### src/rtl/bus85_memctl_if.sv
// Multiplexed 8085 bus signals seen by the memory controller.
// The master side drives address, data-in and strobes; the slave side returns data and status.
interface bus85_memctl_if #(
    parameter int unsigned DATASIZE = 8,
    parameter int unsigned ADDRSIZE = 16
);
    logic [DATASIZE-1:0]          ad_i;
    logic [ADDRSIZE-DATASIZE-1:0] addr_hi;
    logic                         ale;
    logic                         iom_;
    logic                         rd_;
    logic                         wr_;
    logic [DATASIZE-1:0]          ad_o;
    logic                         ad_oe;
    logic                         ready;
    logic                         bus_err;

    modport master (
        output ad_i, addr_hi, ale, iom_, rd_, wr_,
        input  ad_o, ad_oe, ready, bus_err
    );

    modport slave (
        input  ad_i, addr_hi, ale, iom_, rd_, wr_,
        output ad_o, ad_oe, ready, bus_err
    );
endinterface

### src/rtl/bus85_memctl.sv
// 8085 bus slave: demultiplexes AD with ALE and maps a 2**MEMBITS window onto a
// synchronous RAM, holding READY low while read data is fetched and buffered.
module bus85_memctl #(
    parameter int unsigned         DATASIZE = 8,
    parameter int unsigned         ADDRSIZE = 16,
    parameter int unsigned         MEMBITS  = 12,
    parameter logic [ADDRSIZE-1:0] MEMBASE  = 16'h0000,
    parameter int unsigned         WAITCNT  = 1
) (
    input  logic                clk,
    input  logic                rst_,
    bus85_memctl_if.slave       bus,
    output logic [MEMBITS-1:0]  mem_addr,
    output logic                mem_re,
    input  logic [DATASIZE-1:0] mem_rdata,
    output logic                mem_we,
    output logic [DATASIZE-1:0] mem_wdata
);
    localparam logic [3:0] WaitInit = 4'(WAITCNT);

    typedef enum logic [2:0] {StIdle, StRdReq, StRdCap, StRdWait, StDrive, StWrCap} state_e;

    state_e              state_q, state_d;
    logic [ADDRSIZE-1:0] alat_q;
    logic [DATASIZE-1:0] dbuf_q, dbuf_d;
    logic [DATASIZE-1:0] wbuf_q, wbuf_d;
    logic [3:0]          wcnt_q, wcnt_d;
    logic [MEMBITS-1:0]  mem_addr_q, mem_addr_d;
    logic                mem_re_q, mem_re_d;
    logic                mem_we_q, mem_we_d;
    logic [DATASIZE-1:0] mem_wdata_q, mem_wdata_d;
    logic                ad_oe_q, ad_oe_d;
    logic                ready_q, ready_d;
    logic                bus_err_q, bus_err_d;
    logic                sel;

    assign sel = !bus.iom_ && (alat_q[ADDRSIZE-1:MEMBITS] == MEMBASE[ADDRSIZE-1:MEMBITS]);

    // The address latch runs regardless of FSM state; mem_addr keeps the transaction address.
    always_ff @(posedge clk or negedge rst_) begin
        if (!rst_) begin
            alat_q <= '0;
        end else if (bus.ale) begin
            alat_q <= {bus.addr_hi, bus.ad_i};
        end
    end

    always_ff @(posedge clk or negedge rst_) begin
        if (!rst_) begin
            state_q     <= StIdle;
            dbuf_q      <= '0;
            wbuf_q      <= '0;
            wcnt_q      <= '0;
            mem_addr_q  <= '0;
            mem_re_q    <= 1'b0;
            mem_we_q    <= 1'b0;
            mem_wdata_q <= '0;
            ad_oe_q     <= 1'b0;
            ready_q     <= 1'b1;
            bus_err_q   <= 1'b0;
        end else begin
            state_q     <= state_d;
            dbuf_q      <= dbuf_d;
            wbuf_q      <= wbuf_d;
            wcnt_q      <= wcnt_d;
            mem_addr_q  <= mem_addr_d;
            mem_re_q    <= mem_re_d;
            mem_we_q    <= mem_we_d;
            mem_wdata_q <= mem_wdata_d;
            ad_oe_q     <= ad_oe_d;
            ready_q     <= ready_d;
            bus_err_q   <= bus_err_d;
        end
    end

    always_comb begin
        state_d     = state_q;
        dbuf_d      = dbuf_q;
        wbuf_d      = wbuf_q;
        wcnt_d      = wcnt_q;
        mem_addr_d  = mem_addr_q;
        mem_re_d    = 1'b0;
        mem_we_d    = 1'b0;
        mem_wdata_d = mem_wdata_q;
        ad_oe_d     = ad_oe_q;
        ready_d     = ready_q;
        bus_err_d   = 1'b0;
        unique case (state_q)
            StIdle: begin
                if (!bus.rd_ && !bus.wr_) begin
                    bus_err_d = 1'b1;
                end else if (!bus.rd_ && sel) begin
                    state_d    = StRdReq;
                    mem_addr_d = alat_q[MEMBITS-1:0];
                    mem_re_d   = 1'b1;
                    ready_d    = 1'b0;
                end else if (!bus.wr_ && sel) begin
                    state_d    = StWrCap;
                    mem_addr_d = alat_q[MEMBITS-1:0];
                    wbuf_d     = bus.ad_i;
                end
            end
            StRdReq, StRdCap, StRdWait: begin
                if (bus.rd_) begin
                    // Master gave up the read: release READY and never drive AD.
                    state_d = StIdle;
                    ready_d = 1'b1;
                    ad_oe_d = 1'b0;
                end else if (state_q == StRdReq) begin
                    state_d = StRdCap;
                end else if (state_q == StRdCap) begin
                    dbuf_d = mem_rdata;
                    wcnt_d = WaitInit;
                    if (WAITCNT == 0) begin
                        state_d = StDrive;
                        ad_oe_d = 1'b1;
                        ready_d = 1'b1;
                    end else begin
                        state_d = StRdWait;
                    end
                end else begin
                    wcnt_d = wcnt_q - 4'd1;
                    if (wcnt_q == 4'd1) begin
                        state_d = StDrive;
                        ad_oe_d = 1'b1;
                        ready_d = 1'b1;
                    end
                end
            end
            StDrive: begin
                if (bus.rd_) begin
                    state_d = StIdle;
                    ad_oe_d = 1'b0;
                end
            end
            StWrCap: begin
                if (!bus.wr_) begin
                    wbuf_d = bus.ad_i;
                end else begin
                    state_d     = StIdle;
                    mem_we_d    = 1'b1;
                    mem_wdata_d = wbuf_q;
                end
            end
            default: state_d = StIdle;
        endcase
    end

    assign bus.ad_o    = dbuf_q;
    assign bus.ad_oe   = ad_oe_q && !bus.ale;
    assign bus.ready   = ready_q;
    assign bus.bus_err = bus_err_q;
    assign mem_addr    = mem_addr_q;
    assign mem_re      = mem_re_q;
    assign mem_we      = mem_we_q;
    assign mem_wdata   = mem_wdata_q;
endmodule

### src/flat_wrapper.sv
// flat-port wrapper written by rule: the top's interface ports become plain ports
module bus85_memctl_flat 
#(
    parameter int unsigned         DATASIZE = 8,
    parameter int unsigned         ADDRSIZE = 16,
    parameter int unsigned         MEMBITS  = 12,
    parameter logic [ADDRSIZE-1:0] MEMBASE  = 16'h0000,
    parameter int unsigned         WAITCNT  = 1
)
  (clk, rst_, mem_addr, mem_re, mem_rdata, mem_we, mem_wdata, bus_ad_i, bus_addr_hi, bus_ale, bus_iom_, bus_rd_, bus_wr_, bus_ad_o, bus_ad_oe, bus_ready, bus_bus_err);
  bus85_memctl_if #(.DATASIZE(DATASIZE), .ADDRSIZE(ADDRSIZE)) bus_i ();
  input  logic clk;
  input  logic rst_;
  output logic [MEMBITS-1:0] mem_addr;
  output logic mem_re;
  input  logic [DATASIZE-1:0] mem_rdata;
  output logic mem_we;
  output logic [DATASIZE-1:0] mem_wdata;
  input wire logic [$bits(bus_i.ad_i)-1:0] bus_ad_i;
  input wire logic [$bits(bus_i.addr_hi)-1:0] bus_addr_hi;
  input wire logic [$bits(bus_i.ale)-1:0] bus_ale;
  input wire logic [$bits(bus_i.iom_)-1:0] bus_iom_;
  input wire logic [$bits(bus_i.rd_)-1:0] bus_rd_;
  input wire logic [$bits(bus_i.wr_)-1:0] bus_wr_;
  output wire logic [$bits(bus_i.ad_o)-1:0] bus_ad_o;
  output wire logic [$bits(bus_i.ad_oe)-1:0] bus_ad_oe;
  output wire logic [$bits(bus_i.ready)-1:0] bus_ready;
  output wire logic [$bits(bus_i.bus_err)-1:0] bus_bus_err;
  assign bus_i.ad_i = bus_ad_i;
  assign bus_i.addr_hi = bus_addr_hi;
  assign bus_i.ale = bus_ale;
  assign bus_i.iom_ = bus_iom_;
  assign bus_i.rd_ = bus_rd_;
  assign bus_i.wr_ = bus_wr_;
  assign bus_ad_o = bus_i.ad_o;
  assign bus_ad_oe = bus_i.ad_oe;
  assign bus_ready = bus_i.ready;
  assign bus_bus_err = bus_i.bus_err;
  bus85_memctl #(.DATASIZE(DATASIZE), .ADDRSIZE(ADDRSIZE), .MEMBITS(MEMBITS), .MEMBASE(MEMBASE), .WAITCNT(WAITCNT)) u_core (.clk(clk), .rst_(rst_), .bus(bus_i), .mem_addr(mem_addr), .mem_re(mem_re), .mem_rdata(mem_rdata), .mem_we(mem_we), .mem_wdata(mem_wdata));
endmodule
### config.mk
export PLATFORM = sky130hd
export DESIGN_NAME = bus85_memctl_flat
export DESIGN_NICKNAME = d
export VERILOG_FILES = /design/src/rtl/bus85_memctl_if.sv /design/src/rtl/bus85_memctl.sv /design/src/flat_wrapper.sv
export SDC_FILE = /design/constraint.sdc
export NUM_CORES = 1
export LEC_CHECK = 0
export ABC_AREA = 0
export BUFFER_PORTS_ARGS = -buffer_cell sky130_fd_sc_hd__buf_2
export CAP_MARGIN = 20
export CORE_MARGIN = 8
export CORE_UTILIZATION = 35
export CTS_BUF_LIST = sky130_fd_sc_hd__clkbuf_4 sky130_fd_sc_hd__clkbuf_8
export CTS_CLUSTER_DIAMETER = 50
export DETAILED_ROUTE_END_ITERATION = 10
export GPL_ROUTABILITY_DRIVEN = 0
export PLACE_DENSITY = 0.58
export SLEW_MARGIN = 0
export SYNTH_ARGS = -nofsm -noshare
export SYNTH_HDL_FRONTEND = slang
export SYNTH_SLANG_ARGS = --single-unit
### constraint.sdc
create_clock -name clk -period 1.95 [get_ports clk]
set_input_delay 0 -clock clk [delete_from_list [all_inputs] [get_ports clk]]
set_output_delay 0 -clock clk [all_outputs]
set_load 0.05 [all_outputs]
Word level (Yosys, flattened, before mapping)
Cells that the tools add are included.
{"block": "totals", "inputBits": 30, "output_inout_bits": 33, "ff_bits": 64}
{"block": "classes", "eq_ne": 18, "bitwise_logic": 3, "mux": 35, "reduce_logical": 24, "addsub": 1}
{"cell": "8-bit two-way mux", "count": 4}
{"cell": "3-bit two-way mux", "count": 9}
{"cell": "12-bit two-way mux", "count": 2}
{"cell": "8-bit one-hot mux with 2 select lines", "count": 1}
{"cell": "1-bit two-way mux", "count": 15}
{"cell": "5-bit AND reduction", "count": 3}
{"cell": "3-bit one-hot mux with 4 select lines", "count": 1}
{"cell": "2-bit inequality test, second input constant", "count": 5}
{"cell": "2-bit nonzero test", "count": 4}
{"cell": "3-bit by 2-bit equality test with 1-bit output, second input constant", "count": 2}
{"cell": "3-bit equality test, second input constant", "count": 2}
{"cell": "3-bit inequality test, second input constant", "count": 2}
{"cell": "3-bit AND reduction", "count": 2}
{"cell": "6-bit AND reduction", "count": 1}
{"cell": "1-bit logical AND", "count": 5}
{"cell": "5-bit by 2-bit inequality test with 1-bit output, second input constant", "count": 1}
{"cell": "4-bit by 1-bit equality test with 1-bit output, second input constant", "count": 1}
{"cell": "1-bit logical NOT", "count": 4}
{"cell": "4-bit logical NOT", "count": 1}
{"cell": "4-bit two-way mux", "count": 1}
{"cell": "2-bit by 1-bit inequality test with 1-bit output, second input constant", "count": 2}
{"cell": "1-bit one-hot mux with 2 select lines", "count": 2}
{"cell": "4-bit AND reduction", "count": 1}
{"cell": "4-bit by 1-bit subtractor with 4-bit output, second input constant", "count": 1}
{"cell": "7 further kinds", "count": 9}

Depth between registers and ports, before layout
{"block": "logic_depth", "ltp_word": 7, "mapped_depth": 5, "ltp_nobuf": 5}

Worst setup path before layout
OpenSTA, ideal clock, no wires.
{"block": "synth_path", "path_type": "register to register", "start": "register u_core.state_q[2]", "end": "register u_core.dbuf_q[0] (netlist: u_core.bus.ad_o[0])", "stages_incl_launch_ff": 6, "t_arrival_ns": 1.476, "path_buffers": 2, "path_slack_ns": 0.349, "cell_sequence": "dfrtp_1 -> buf_6 -> or3b_1 -> buf_6 -> nor2_8 -> mux2_4"}
{"block": "synth_via", "elab_chain_cells": 3, "elab_cells_between_ends": 6, "classes_between": "3 x eq/ne; 1 x bitwise; 2 x reduce/logical"}
{"element": "start, declared", "line": "bus85_memctl.sv:23", "text": "state_e state_q, state_d;"}
{"element": "start signal, assigned", "line": "bus85_memctl.sv:50", "text": "state_q <= StIdle;"}
{"element": "start signal, assigned", "line": "bus85_memctl.sv:62", "text": "state_q <= state_d;"}
{"element": "3-bit by 2-bit equality test with 1-bit output, or another cell as far along", "line": "bus85_memctl.sv:88", "text": "unique case (state_q)"}
{"element": "3-bit OR reduction / 1-bit inverter (equally long branches)"}
{"element": "4-bit AND reduction (no source line) *"}
{"element": "end signal, assigned", "line": "bus85_memctl.sv:63", "text": "dbuf_q <= dbuf_d;"}
{"element": "end, declared", "line": "bus85_memctl.sv:25", "text": "logic [DATASIZE-1:0] dbuf_q, dbuf_d;"}
Every way passes the cells marked *; elsewhere a longest branch is shown, timed or not.
A chain may end at the register's enable or synchronous reset.

Worst setup path in the final report
{"block": "layout_path", "start": "register u_core.state_q[2]", "end": "register u_core.dbuf_q[1] (netlist: u_core.bus.ad_o[1])"}
Same word-level chain as after synthesis.

==> results.json <==
{
  "status": "finished clean",
  "cts_inserted_buffers": 9,
  "clk_pin_slew_worst_paths_ns": 0.07,
  "drt_pass1_iterations": 4,
  "grt_max_degree": 30,
  "dieArea_um2": 11600,
  "cts.path.max_buffers": 2,
  "cts_setup_buffers": 0,
  "setup_ws_ns": 0.203,
  "start_util_pct": 35.9,
  "worstSkewPairLatency_ns": 0.34,
  "synth_top_area_cell": "dfrtp_1",
  "synth_fp_nets": 259,
  "synth_cell_types": 49,
  "syn_avg_cell_area_um2": 12.9,
  "swShare_pct": 42.1,
  "relSlewSlack_pct": 58.8,
  "ys_seq_elements": 64,
  "min_period_over_period_pct": 89.6,
  "wl_um": 6770,
  "vias": 2175,
  "drv_slew": 0,
  "overflow": 0,
  "cts_root_buffer": "clkbuf_8",
  "drt_iter0_drc": 85,
  "design.portCount": 63,
  "synth-main-ff-cell": "dfrtp_1",
  "synth.top_cell.area_share_pct": 53.7,
  "cts.sinks": 64,
  "synthCells": 227,
  "drc": 0,
  "rsz0062_at_grt": "false",
  "cp.buffers_inverters": 0,
  "fin_setup_tns_ns": 0,
  "hold_viol_final": 0,
  "synth_edf_count": 0,
  "power.density_nw_per_um2": 1540,
  "hpwlAfterDp_um": 4680,
  "ys_warn_count": 0,
  "period_minus_slack_ns": 1.75,
  "startpoint_type": "flip-flop",
  "dieWidth_um": 108,
  "cp_max_fo": 9,
  "setup_viol": 0,
  "crit_type": "flip-flop to flip-flop",
  "end_kind": "flip-flop",
  "critPathSlowestCell": "or3b_1",
  "rows": 33,
  "clock.fmax_ghz": 0.572,
  "async_flop_share_pct": 100,
  "ff2ff_setup_slack_ns": 0.20,
  "clockPowerShare_pct": 21.7,
  "fp.dieH_um": 108,
  "synth_most_common_cell": "dfrtp_1",
  "area_growth_pct": 31.6,
  "port_buffers": 62,
  "cp.required_ns": 2.18,
  "hp-class": "input pin to flip-flop",
  "ys_top_cells_by_count": "63 x dfrtp_1, 26 x mux2_2, 10 x mux2_1",
  "fill_cells": 774,
  "grt_pass1_vias": 2127,
  "pwr-share-seq_pct": 34.0,
  "mappedNetlistArea_um2": 2930,
  "drv_cap": 0,
  "p_leak_uw": 0.00175,
  "p_int_uw": 3430,
  "max-vdd-ir-drop_uv": 582,
  "grt_use_total_pct": 11.9,
  "antenna_found_initial": 0,
  "cp.arrival_ns": 1.97,
  "skew_ns": 0.00514,
  "n_antenna_cell": 0,
  "stdcell_area_um2": 3860,
  "p_switching_uw": 2500,
  "drive_gt1_share_pct": 39.8,
  "ys_top_cells_by_area": "dfrtp_1 54%, mux2_2 10%, mux2_4 4.1%",
  "grt_pass1_wl_um": 11000,
  "final_cell_count_no_fill": 429,
  "finalNetCount": 351,
  "wl_per_cell_um": 15.8,
  "ant_nets": 0,
  "placed_cells": 387,
  "cts_max_level": 3,
  "cp_slowest_stage_delay_ns": 0.58,
  "tightest_slew_ns": 0.618,
  "crit_family": "simple AND/OR/NAND/NOR gates",
  "placed_area_um2": 3370,
  "tritoncts": "yes",
  "yosysSeqAreaShare_pct": 54.6,
  "worstPathCellList": "or3b_1 -> nor2_8 -> mux2_4",
  "combPwrFrac_pct": 44.3,
  "pre_cts_ws_ns": 0.198,
  "core_um2": 8180,
  "vias_per_cell": 5.07
}
[worst paths after layout]
kind                                                from                             end  depth (start not counted)
setup / recovery           u_core.state_q[2]$_DFFE_PN0P_  u_core.bus.ad_o[1]$_DFFE_PN0P_                          3
hold / removal                                  bus_iom_   u_core.state_q[2]$_DFFE_PN0P_                          4
setup reg to reg           u_core.state_q[2]$_DFFE_PN0P_  u_core.bus.ad_o[1]$_DFFE_PN0P_                          3
hold reg to reg             u_core.bus.ready$_DFFE_PN1P_    u_core.bus.ready$_DFFE_PN1P_                          2
max in group asynchronous                           rst_    u_core.bus.ready$_DFFE_PN1P_                          3
min in group asynchronous                           rst_  u_core.mem_addr[1]$_DFFE_PN0P_                          2
[cell usage in the layout (no fill, tap or decap), types with 3 or more instances in the layout]
cell type / netlist / layout
buf_2: 8 / 62
nor2_1: 4 / 4
nand3_1: 9 / 9
dlygate4sd3_1: 0 / 26
o211ai_1: 9 / 9
dfrtp_1: 63 / 63
clkbuf_8: 0 / 11
o21ai_0: 5 / 5
mux2_1: 10 / 10
mux2_2: 26 / 26
a21oi_1: 3 / 3
buf_4: 1 / 9
nand2b_1: 4 / 4
nand4_1: 9 / 9
nand2_1: 6 / 6
mux2_4: 8 / 8
a22oi_1: 8 / 8
inv_1: 5 / 5
[per-stage QoR]
| stage | hold WS, ns | total power, uW | utilization, % |
|---|---|---|---|
| 2_1_floorplan | -0.296 | 4030 | - |
| 3_3_place_gp | 0.0438 | 4600 | 41.2 |
| 3_5_place_dp | 0.0596 | 4650 | 41.2 |
| 4_1_cts | 0.0173 | 6010 | 47.2 |
| 5_1_grt | 0.0394 | 6250 | 47.2 |
| 6_report | 0.0357 | 5930 | 47.2 |
[power by group through the flow]
stage          clock network [uW]  logic (uW)  registers [uW]
3_5_place_dp                    0        2610            2040
6_report                     1290        2630            2020
2_1_floorplan                   0        1070            2960
3_3_place_gp                    0        2570            2030
4_1_cts                      1340        2650            2020
5_1_grt                      1370        2800            2080
[layout make-up]
class / count / area [um2] / share of cell area (%)
Sequential cell: 64 / 1600 / 41.5
Multi-Input combinational cell: 141 / 1220 / 31.6
Timing Repair Buffer: 98 / 658 / 17.0
Clock buffer: 11 / 151 / 3.92
Tap cell: 105 / 131 / 3.40
Clock inverter: 5 / 78.8 / 2.04
Inverter: 5 / 18.8 / 0.486
[layer usage]
layer	GRT usage, %	vias to the layer above	wire length (um)
met5	0	-	0
li1	-	1029	-
met3	3.83	14	371
met4	5.75	0	146
met2	18.0	51	3220
met1	14.9	1081	3020
[tightest hold or removal path: stages]
cell and delay, ns:
buf_2 0.10, nor2_1 0.09, nand2_1 0.07, a211oi_1 0.06
[logic make-up after synthesis]
group,synth area share [%]
compound gates,8.53
xor+xnor,0.299
fa+ha+maj,1.19
buf+inv,3.80
flops,54.6
mux,17.9
simple gates,13.6
[timing repair]
action,4_1_cts,5_1_grt
hold buffers,26,0
gates resized for setup,0,0
hold endpoints to repair,56,0
[flip-flops by register name, summed over array words and instances (netlist names), 3 cells and up]
register	count
u_core.mem_wdata	8
u_core.wcnt_q	4
u_core.wbuf_q	8
u_core.state_q	3
u_core.mem_addr	12
u_core.bus.ad_o	8
u_core.alat_q	16
No activity file was read; power rests on OpenSTA's default activity.
